`src/rtl/domain_mux_arbiter.sv`:
```
// Round-robin arbiter/sequencer for a shared two-domain output mux.
// One domain owns the output at a time, for at most QUANTUM cycles while
// the other is waiting. Every domain switch goes through a SCRUB window
// that forces the output to zero, so D1 and D2 beats are never adjacent.
module domain_mux_arbiter #(
    parameter int WIDTH        = 8,
    parameter int QUANTUM      = 8,
    parameter int SCRUB_CYCLES = 2
) (
    input  logic             clk,
    input  logic             rst_n,
    input  logic             req_d1,
    input  logic             req_d2,
    input  logic [WIDTH-1:0] d1,
    input  logic [WIDTH-1:0] d2,
    output logic             gnt_d1,
    output logic             gnt_d2,
    output logic             sel,
    output logic [WIDTH-1:0] out_data,
    output logic             out_valid,
    output logic             out_dom
);

    localparam int QW = (QUANTUM > 1) ? $clog2(QUANTUM) : 1;
    localparam int SW = (SCRUB_CYCLES > 1) ? $clog2(SCRUB_CYCLES) : 1;
    localparam logic [QW-1:0] QMAX = QW'(QUANTUM - 1);
    localparam logic [SW-1:0] SMAX = SW'(SCRUB_CYCLES - 1);

    typedef enum logic [1:0] {IDLE, SERVE_D1, SERVE_D2, SCRUB} state_t;

    state_t          state_q, state_n;
    logic [QW-1:0]   qcnt, qcnt_n;
    logic [SW-1:0]   scnt, scnt_n;
    logic            last_dom, last_n;   // 0 = D1, 1 = D2
    logic            gnt1_n, gnt2_n, sel_n, valid_n, dom_n;
    logic [WIDTH-1:0] data_n;

    // helper terms for the domain currently being served
    logic            serve_dom, req_own, req_oth, qsat;
    logic [WIDTH-1:0] d_own;
    logic            go, gdom;

    // State and all registered outputs; reset makes D1 win the first tie.
    always_ff @(posedge clk or negedge rst_n) begin
        if (!rst_n) begin
            state_q   <= IDLE;
            gnt_d1    <= 1'b0;
            gnt_d2    <= 1'b0;
            sel       <= 1'b0;
            out_data  <= '0;
            out_valid <= 1'b0;
            out_dom   <= 1'b0;
            qcnt      <= '0;
            scnt      <= '0;
            last_dom  <= 1'b1;
        end else begin
            state_q   <= state_n;
            gnt_d1    <= gnt1_n;
            gnt_d2    <= gnt2_n;
            sel       <= sel_n;
            out_data  <= data_n;
            out_valid <= valid_n;
            out_dom   <= dom_n;
            qcnt      <= qcnt_n;
            scnt      <= scnt_n;
            last_dom  <= last_n;
        end
    end

    // Next-state, grant and output-beat selection.
    always_comb begin
        state_n = state_q;
        gnt1_n  = gnt_d1;
        gnt2_n  = gnt_d2;
        sel_n   = sel;
        data_n  = out_data;
        valid_n = out_valid;
        dom_n   = out_dom;
        qcnt_n  = qcnt;
        scnt_n  = scnt;
        last_n  = last_dom;
        go      = 1'b0;
        gdom    = 1'b0;

        serve_dom = (state_q == SERVE_D2);
        req_own   = serve_dom ? req_d2 : req_d1;
        req_oth   = serve_dom ? req_d1 : req_d2;
        d_own     = serve_dom ? d2 : d1;
        qsat      = (qcnt == QMAX);

        case (state_q)
            IDLE: begin
                // output is already zero here, so a grant needs no scrub
                data_n  = '0;
                valid_n = 1'b0;
                if (req_d1 || req_d2) begin
                    go   = 1'b1;
                    gdom = (req_d1 && req_d2) ? ~last_dom : req_d2;
                end
            end
            SERVE_D1, SERVE_D2: begin
                data_n  = req_own ? d_own : '0;
                valid_n = req_own;
                dom_n   = serve_dom;
                last_n  = serve_dom;
                qcnt_n  = qsat ? qcnt : qcnt + 1'b1;
                if (!req_own || (qsat && req_oth)) begin
                    gnt1_n  = 1'b0;
                    gnt2_n  = 1'b0;
                    scnt_n  = '0;
                    state_n = req_oth ? SCRUB : IDLE;
                end
            end
            SCRUB: begin
                // first SCRUB cycle still shows the last served beat;
                // everything after is forced to zero
                data_n  = '0;
                valid_n = 1'b0;
                if (scnt == SMAX) begin
                    // only the other domain may take over from a scrub
                    if (last_dom ? req_d1 : req_d2) begin
                        go   = 1'b1;
                        gdom = ~last_dom;
                    end else begin
                        state_n = IDLE;
                    end
                end else begin
                    scnt_n = scnt + 1'b1;
                end
            end
            default: state_n = IDLE;
        endcase

        if (go) begin
            state_n = gdom ? SERVE_D2 : SERVE_D1;
            gnt1_n  = ~gdom;
            gnt2_n  = gdom;
            sel_n   = gdom;
            qcnt_n  = '0;
        end
    end

endmodule

```
`config.mk`:
```
export PLATFORM = sky130hd
export DESIGN_NAME = domain_mux_arbiter
export DESIGN_NICKNAME = d
export VERILOG_FILES = /design/src/rtl/domain_mux_arbiter.sv
export SDC_FILE = /design/constraint.sdc
export NUM_CORES = 1
export LEC_CHECK = 0
export CORE_ASPECT_RATIO = 0.8
export CORE_MARGIN = 4
export CORE_UTILIZATION = 45
export CTS_CLUSTER_SIZE = 25
export DETAILED_ROUTE_END_ITERATION = 10
export MAX_ROUTING_LAYER = met4
export PLACE_DENSITY_LB_ADDON = 0.08
export SETUP_SLACK_MARGIN = 0.5
export SYNTH_ARGS = -nofsm -noshare
export SYNTH_HDL_FRONTEND = slang
export SYNTH_SLANG_ARGS = --single-unit
export TNS_END_PERCENT = 100
```
`constraint.sdc`:
```
create_clock -name clk -period 3.5 [get_ports clk]
set_clock_uncertainty 0.1 [all_clocks]
set_input_delay 1.05 -clock clk [delete_from_list [all_inputs] [get_ports clk]]
set_output_delay 1.05 -clock clk [all_outputs]
set_load 0.02 [all_outputs]
```
# After elaboration in Yosys (flattened, before gate mapping)
# Cells that the tools add are included.
dict set report totals {
  output_inout_bits 13
  elab_cells 71
  register_bits 20
  in_bits 20
}
dict set report classes {
  n_reduce_logical 16
  n_bitwise 2
  n_mux 32
  n_eq_ne 9
  addsub 2
}
# cell count
set op_table {}
lappend op_table {{$mux W8} 2}
lappend op_table {{$pmux W8 S2} 1}
lappend op_table {{$mux W1} 15}
lappend op_table {{$mux W2} 6}
lappend op_table {{$mux W3} 3}
lappend op_table {{$ne A3 B3 Y1 const B} 3}
lappend op_table {{$pmux W1 S2} 4}
lappend op_table {{$reduce_and A2 Y1} 3}
lappend op_table {{$reduce_bool A2 Y1} 3}
lappend op_table {{$eq A2 B2 Y1 const B} 2}
lappend op_table {{$pmux W2 S2} 1}
lappend op_table {{$reduce_and A4 Y1} 1}
lappend op_table {{$reduce_or A2 Y1} 2}
lappend op_table {{$add A3 B1 Y3 const B} 1}
lappend op_table {{$eq A3 B3 Y1 const B} 1}
lappend op_table {{$reduce_bool A3 Y1} 1}
lappend op_table {{$eq A2 B1 Y1 const B} 1}
lappend op_table {{$logic_and A1 B1 Y1} 2}
lappend op_table {{$logic_not A2 Y1} 1}
lappend op_table {{$logic_or A1 B1 Y1} 2}
lappend op_table {{$ne A2 B1 Y1 const B} 1}
lappend op_table {{$ne A2 B2 Y1 const B} 1}
lappend op_table {{$not A1 Y1} 2}
lappend op_table {{$add A1 B1 Y1 const B} 1}
lappend op_table {{$logic_not A1 Y1} 1}

# Depth between registers and ports, before layout
# Gate-level depths: netlist (run 1).
dict set report logic_depth {
  ltp_word 7
  depth_mapped 7
  depth_no_buf 6
}

# Least setup slack after synthesis (run 1)
# OpenSTA, ideal clock, no wires.
dict set report synth_timing {
  kind {input port to flip-flop}
  from {input req_d1}
  to {register gnt_d1}
  t_arrival_ps 1816
  cell_stages 4
  setup_slack_ps 1464
  cell_sequence {buf_6 mux2_4 a21bo_1 a31o_1}
}
dict set report synth_via {
  elab_chain_len 6
  elab_cells_between_ends 22
  classes_between {mux (13); bitwise (1); reduce/logical (8)}
}
# item line
set synth_rtl {}
lappend synth_rtl {{start, declared} 12} ;# input logic req_d1,
lappend synth_rtl {{$mux W1 / $logic_and A1 B1 Y1 (equally long branches)} {121, 98}}
lappend synth_rtl {{$mux W1, on equally long branches} {121, 98}}
lappend synth_rtl {{$mux W1, on equally long branches} {119, 96}}
lappend synth_rtl {{$pmux W1 S2} 91} ;# case (state_q)
lappend synth_rtl {{$reduce_bool A2 Y1 (no line) / $not A1 Y1 (equally long branches)} --}
lappend synth_rtl {{$reduce_and A2 Y1 (no line) / $mux W1 (equally long branches)} --}
lappend synth_rtl {{end signal, assigned} 58} ;# gnt_d1 <= gnt1_n;
lappend synth_rtl {{end, declared} 16} ;# output logic gnt_d1,
# Parallel ways exist; a longest one is shown, timed or not.
# A chain may end at the register's enable or synchronous reset.

# Final worst setup path (run 1)
dict set report layout_timing {
  from {register sel}
  to {output sel}
}
# item line
set layout_rtl {}
lappend layout_rtl {{start, declared} 18} ;# output logic sel,
lappend layout_rtl {{start signal, assigned} 60} ;# sel <= sel_n;
# No word-level cell between the ends.

==> results of run 1 <==
==> kinds of logic (layout without fill, tap and decap cells) <==
| group | after synthesis | in the layout | share of synthesized area (%) |
|---|---|---|---|
| flops | 20 | 20 | 49.9 |
| compound gates | 21 | 21 | 13.2 |
| fa+ha+maj | 5 | 5 | 6.23 |
| mux | 11 | 11 | 11.5 |
| buf+inv | 13 | 45 | 6.72 |
| simple gates | 25 | 25 | 12.5 |
==> placed cells by master, fill, tap and decap left out, types with 5 or more instances in the layout <==
master                             n
sky130_fd_sc_hd__nor2_1            8
sky130_fd_sc_hd__clkdlybuf4s50_1  32
sky130_fd_sc_hd__nand3_1           6
sky130_fd_sc_hd__ha_1              5
sky130_fd_sc_hd__dfrtp_1          19
sky130_fd_sc_hd__o21ai_0           5
sky130_fd_sc_hd__nand2_1           6
sky130_fd_sc_hd__mux2i_1          10
sky130_fd_sc_hd__inv_1             9
==> layout make-up <==
type,count,area (um^2)
inverters,9,33.8
fillers,191,781
flip-flops and latches,20,502
clock buffers,4,36.3
repair buffers,32,320
multi-input cells,62,435
well taps,25,31.3
==> path summary, 6_finish.rpt <==
path                                               to  slack (ps)  cells past startpoint
worst max-delay path                              sel        1060                      1
worst min-delay path              qcnt[0]$_DFFE_PN0P_         420                      1
worst max register to register     gnt_d1$_DFFE_PN0P_        1380                      5
worst min register to register    qcnt[0]$_DFFE_PN0P_         420                      1
max in group asynchronous            scnt$_DFFE_PN0P_        1660                      1
min in group asynchronous       out_data[4]$_DFF_PN0_        1120                      1
==> flip-flops by register name, summed over array words and instances, names as in the netlist <==
| register | flops |
|---|---|
| last_dom | 1 |
| gnt_d2 | 1 |
| out_dom | 1 |
| qcnt | 3 |
| state_q | 2 |
| out_data | 8 |
| sel | 1 |
| out_valid | 1 |
| scnt | 1 |
| gnt_d1 | 1 |
==> per-stage QoR <==
step	hold slack [ps]	cells	worst slack, ps
floorplan	366	95	1460
global placement	391	148	905
detailed placement	375	148	869
CTS	423	152	1040
global route	452	152	1010
finish	419	152	1060
==> power breakdown <==
part / total (uW) / switching (uW) / internal (uW) / leakage (uW)
Combinational: 671 / 366 / 305 / 0.000334
Sequential: 387 / 53.9 / 333 / 0.000257
Clock: 132 / 68.3 / 63.5 / 0.0000210
==> worst register-to-register path, delay by kind of cell, from the launching register on <==
kind | cells | cell delay, ps
adder cells (fa/ha/maj) | 1 | 610
flip-flops | 1 | 420
multiplexers | 1 | 380
AO/OA/AOI/OAI | 2 | 430
buffers and inverters | 1 | 90
==> per-layer routing <==
layer,share of wire [%],routed length (um),track usage [%],up-vias
met1,46,947,18.5,355
met5,0,0,-,-
met4,0.48,10,4.33,0
met2,49,1010,24.2,16
met3,4.6,94,4.63,2
li1,-,-,-,393
==> reports/results.tsv, run 1 <==
stage	metric	value	unit
outcome	run status	complete, no violations	
floorplan	height of the die	50.3	um
yosys	number of synthesized flops with an enable pin	0	
critical_path	worst path cell trace	clkdlybuf4s50_1	
yosys	number of nets produced by synthesis	120	
route	final antenna-violating net count	0	
clocking	hold-fix buffer count after cts	0	
critical_path	Crit-path slowest cell	sky130_fd_sc_hd__clkdlybuf4s50_1	
route	iteration-0 DRC count of the detailed router	33	
critical_path	Top delay family on crit path	buffers and inverters	
floorplan	Total Die Area	3060	um^2
yosys	count of distinct cell types in the synthesized netlist	28	
place	routability cong.	0.815	
sta	actual transition at the worst max-transition pin	846	ps
yosys	proportion of synthesized flip-flops having asynchronous set or reset	100	%
floorplan	die boundary width	60.8	um
finish	final non-filler cell area	1360	um^2
grt	vias in the first global route	739	
route	Via density	5.04	
critical_path	Worst setup SP type	register	
yosys	average footprint of a synthesized cell	10.6	um^2
yosys	cell taking the most area after synthesis	sky130_fd_sc_hd__dfrtp_1	
grt	pin count of the biggest net entering global routing	21	
clocking	register clock-pin slew on the reported worst setup and hold paths	110	ps
route	Via Count	766	
route	average wire length per cell after detail routing	13.6	um
critical_path	top fanout value on the critical path	2	
route	number of remaining DRC errors	0	
finish	Final Net Count	153	
clocking	clk root buf	sky130_fd_sc_hd__clkbuf_4	
sta	number of hold-slack violations in the final timing report	0	
yosys	FF+latch count, synth	20	
sta	setup violators final	0	
critical_path	buffers plus inverters on the worst setup path	1	
yosys	cell types with the largest area share after synthesis	sky130_fd_sc_hd__dfrtp_1 47%, sky130_fd_sc_hd__mux2i_1 10%, sky130_fd_sc_hd__ha_1 6.2%	
yosys	most instantiated library cell after synthesis	sky130_fd_sc_hd__dfrtp_1	
critical_path	slowest cell delay on critical path	610	ps
pwr	Pwr per Cell Area	876	nW/um^2
sta	unrepaired setup endpoints after global routing	false	
grt	wire length of the first global-routing pass	3300	um
yosys	number of synthesis warnings	0	
yosys	sequential fraction of the synthesis area	49.9	%
sta	Fmax	410	MHz
critical_path	CP Launch Point	sel$_DFFE_PN0P_	
run	count of max-cap constraint violations	0	
clocking	clk sink count	20	
finish	Area Overhead vs Synth	35.2	%
yosys	instance count of the mapped netlist	95	
sta	min cycle time layout	2440	ps
place	half-perimeter wire length after detailed placement	1600	um
sta	final setup TNS	0	ps
critical_path	Data required, critical path	2350	ps
yosys	area fraction of the dominant cell type after synthesis	47.3	%
place	placed inst area	1320	um^2
min_path	class of the tightest hold or removal check	register to register	
route	drt first pass iters	4	
yosys	post-synthesis instance area	1000	um^2
critical_path	signal arrival time at the worst endpoint	1290	ps
grt	residual overflow from global routing	0	
sta	final critical-path share of the clock period	69.7	%
clocking	Inserted Clock Buffers	3	
sta	Worst slew margin	43.4	%
place	PortBufs	32	
sta	number of pins exceeding their max-slew limit in the final report	0	
clocking	Resized Gates After CTS	0	
floorplan	number of placement rows	15	
floorplan	Std-Cell Core Area	2140	um^2
pwr	PnR Total Power	1190	uW
finish	number of antenna repair diodes	0	
finish	share of cells above drive strength 1	7.87	%
grt	global-route total usage across every layer	15.2	%
clocking	buffers from clock root to sink, at most	2	
clocking	TritonCTS clock tree	built	
pwr	leakage power	0.000612	uW
critical_path	category of the worst setup path capture point	primary output	
clocking	H-tree lvl count	1	
pwr	IR drop worst, VDD	0.000539	V
clocking	postcts setup bufs	0	
clocking	clock insertion delay at the later pin of the skew report	300	ps
finish	final standard cell utilization of the core	63.5	%
critical_path	FF-to-FF Start	state_q[0]$_DFFE_PN0P_	
yosys	cell types with the highest counts after synthesis	19 x sky130_fd_sc_hd__dfrtp_1, 10 x sky130_fd_sc_hd__mux2i_1, 9 x sky130_fd_sc_hd__inv_1	
route	Total Wirelength	2060	um
grt	number of antenna violations at the first check in global routing	0	
floorplan	total I/O pin count	33	
yosys	most instantiated flip-flop cell in the synthesis netlist	sky130_fd_sc_hd__dfrtp_1	
critical_path	critical path start-end classification	register to primary output	
min_path	HP Start	qcnt[0]$_DFFE_PN0P_	
floorplan	effective utilization at floorplan	47.0	%
No activity file was read; power rests on OpenSTA's default activity.
==> run 2, diff against run 1 <==
--- a/config.mk
+++ b/config.mk
@@ -7,7 +7,7 @@
 export LEC_CHECK = 0
 export CORE_ASPECT_RATIO = 0.8
 export CORE_MARGIN = 4
-export CORE_UTILIZATION = 45
+export CORE_UTILIZATION = 44
 export CTS_CLUSTER_SIZE = 25
 export DETAILED_ROUTE_END_ITERATION = 10
 export MAX_ROUTING_LAYER = met4
==> constraint.sdc (replaced) <==
create_clock -name clk -period 2.4 [get_ports clk]
set_clock_uncertainty 0.1 [all_clocks]
set_input_delay 0.72 -clock clk [delete_from_list [all_inputs] [get_ports clk]]
set_output_delay 0.72 -clock clk [all_outputs]
set_load 0.02 [all_outputs]
==> reports/results.tsv, run 2 (synthesis gave the netlist of run 1 again) <==
stage	metric	value	unit
grt	residual overflow from global routing	0	
floorplan	height of the die	50.7	um
route	iteration-0 DRC count of the detailed router	15	
min_path	class of the tightest hold or removal check	register to register	
pwr	leakage power	0.000669	uW
floorplan	Std-Cell Core Area	2160	um^2
place	routability cong.	0.890	
clocking	register clock-pin slew on the reported worst setup and hold paths	110	ps
critical_path	top fanout value on the critical path	2	
place	PortBufs	32	
clocking	H-tree lvl count	1	
sta	number of pins exceeding their max-slew limit in the final report	0	
grt	pin count of the biggest net entering global routing	21	
sta	actual transition at the worst max-transition pin	339	ps
critical_path	Worst setup SP type	register	
clocking	clk root buf	sky130_fd_sc_hd__clkbuf_4	
route	average wire length per cell after detail routing	12.9	um
sta	final setup TNS	0	ps
sta	post-route worst hold slack	387	ps
grt	wire length of the first global-routing pass	3140	um
sta	Worst slew margin	77.4	%
run	count of max-cap constraint violations	0	
sta	final critical-path share of the clock period	76.1	%
critical_path	FF-to-FF Start	state_q[0]$_DFFE_PN0P_	
sta	unrepaired setup endpoints after global routing	false	
critical_path	Worst Reg-to-Reg Cells	5	
finish	Final Net Count	155	
route	number of remaining DRC errors	0	
critical_path	critical register-to-register path endpoint	gnt_d1$_DFFE_PN0P_	
route	Total Wirelength	1980	um
route	Via density	5.12	
clocking	buffers from clock root to sink, at most	2	
grt	global-route total usage across every layer	14.2	%
critical_path	signal arrival time at the worst endpoint	1010	ps
min_path	HP Start	sel$_DFFE_PN0P_	
sta	Fmax	548	MHz
clocking	postcts setup bufs	0	
finish	flip-flop count of the largest register, all copies and words added	8	
critical_path	slowest cell delay on critical path	390	ps
critical_path	Top delay family on crit path	flip-flops	
route	drt first pass iters	2	
pwr	Pwr per Cell Area	1220	nW/um^2
critical_path	register-to-register setup slack	690	ps
critical_path	Crit-path slowest cell	sky130_fd_sc_hd__dfrtp_1	
critical_path	category of the worst setup path capture point	primary output	
sta	min cycle time layout	1830	ps
finish	number of antenna repair diodes	0	
finish	most common cell after layout, fill and taps aside	sky130_fd_sc_hd__dfrtp_1	
critical_path	Data required, critical path	1580	ps
finish	commonest cells after routing, fill and taps aside	19 x sky130_fd_sc_hd__dfrtp_1, 17 x sky130_fd_sc_hd__clkdlybuf4s50_1, 15 x sky130_fd_sc_hd__dlygate4sd2_1	
critical_path	worst path cell trace	dlygate4sd2_1	
finish	top flop regs	out_data (8), qcnt (3), state_q (2)	
place	half-perimeter wire length after detailed placement	1580	um
route	final antenna-violating net count	0	
sta	setup violators final	0	
clocking	Inserted Clock Buffers	3	
floorplan	effective utilization at floorplan	46.6	%
floorplan	Total Die Area	3120	um^2
finish	largest reg by FF count	out_data	
pwr	IR drop worst, VDD	0.000766	V
clocking	clock insertion delay at the later pin of the skew report	290	ps
min_path	hold-critical path depth	2	
min_path	hold worst-path end	sel$_DFFE_PN0P_	
grt	vias in the first global route	716	
route	Via Count	788	
grt	number of antenna violations at the first check in global routing	0	
clocking	clk sink count	20	
critical_path	buffers plus inverters on the worst setup path	1	
floorplan	total I/O pin count	33	
floorplan	die boundary width	61.4	um
finish	share of cells above drive strength 1	8.53	%
floorplan	number of placement rows	15	
finish	Area Overhead vs Synth	33.9	%
sta	number of hold-slack violations in the final timing report	0	
outcome	run status	complete, no violations	
critical_path	critical path start-end classification	register to primary output	
clocking	TritonCTS clock tree	built	
-- run 2: changes by cell type in the layout (fill, tap and decap cells not counted), sizes merged --
cell	delta
clkdlybuf4s50	-15
buf	+2
dlygate4sd2	+15
-- run 2: how the worst max path moves through the flow --
stage / start / depth (start not counted) / slack, ps / to
after floorplan: req_d1 / 4 / 690 / gnt_d1$_DFFE_PN0P_
after global placement: req_d2 / 4 / 140 / gnt_d1$_DFFE_PN0P_
after detailed placement: req_d2 / 5 / 110 / state_q[0]$_DFFE_PN0P_
after CTS: sel$_DFFE_PN0P_ / 1 / 550 / sel
after global routing: sel$_DFFE_PN0P_ / 1 / 510 / sel
final: gnt_d2$_DFFE_PN0P_ / 1 / 570 / gnt_d2
-- run 2: stage by stage --
| stage | instance area [um^2] | std cells | util [%] | setup WS, ps | total power, uW |
|---|---|---|---|---|---|
| after CTS | 1350 | 154 | 62.3 | 552 | 1660 |
| after floorplan | 1000 | 95 | - | 694 | 1220 |
| after global placement | 1340 | 150 | 62.0 | 138 | 1540 |
| after detailed placement | 1340 | 150 | 62.0 | 113 | 1560 |
| after global routing | 1350 | 154 | 62.3 | 510 | 1790 |
| final | 1350 | 154 | 62.3 | 574 | 1640 |
-- run 2: power by group --
part,internal [uW],switching (uW)
clock,64.7,95.2
sequential,486,71.1
combinational,391,530
total,942,697
-- run 2: layer usage --
layer | track usage [%] | wire [um] | vias to the layer above | part of all wire (%)
li1 | - | - | 397 | -
met1 | 18.3 | 857 | 374 | 43
met2 | 21.7 | 1010 | 15 | 51
met3 | 4.63 | 99 | 2 | 5.0
met4 | 3.18 | 17 | 0 | 0.86
met5 | - | 0 | - | 0
-- run 2: final cells by class --
type | count | area [um^2]
Fill cell | 196 | 813
Timing Repair Buffer | 34 | 317
Clock buffer | 4 | 26.3
Multi-Input combinational cell | 62 | 435
Inverter | 9 | 33.8
Tap cell | 25 | 31.3
Sequential cell | 20 | 502
-- run 2: what timing repair did --
item | in CTS | in global routing
resized for setup | 15 | 0
setup endpoints to repair | 22 | 0
hold endpoints to repair | 0 | 0
hold buffers | 0 | 0
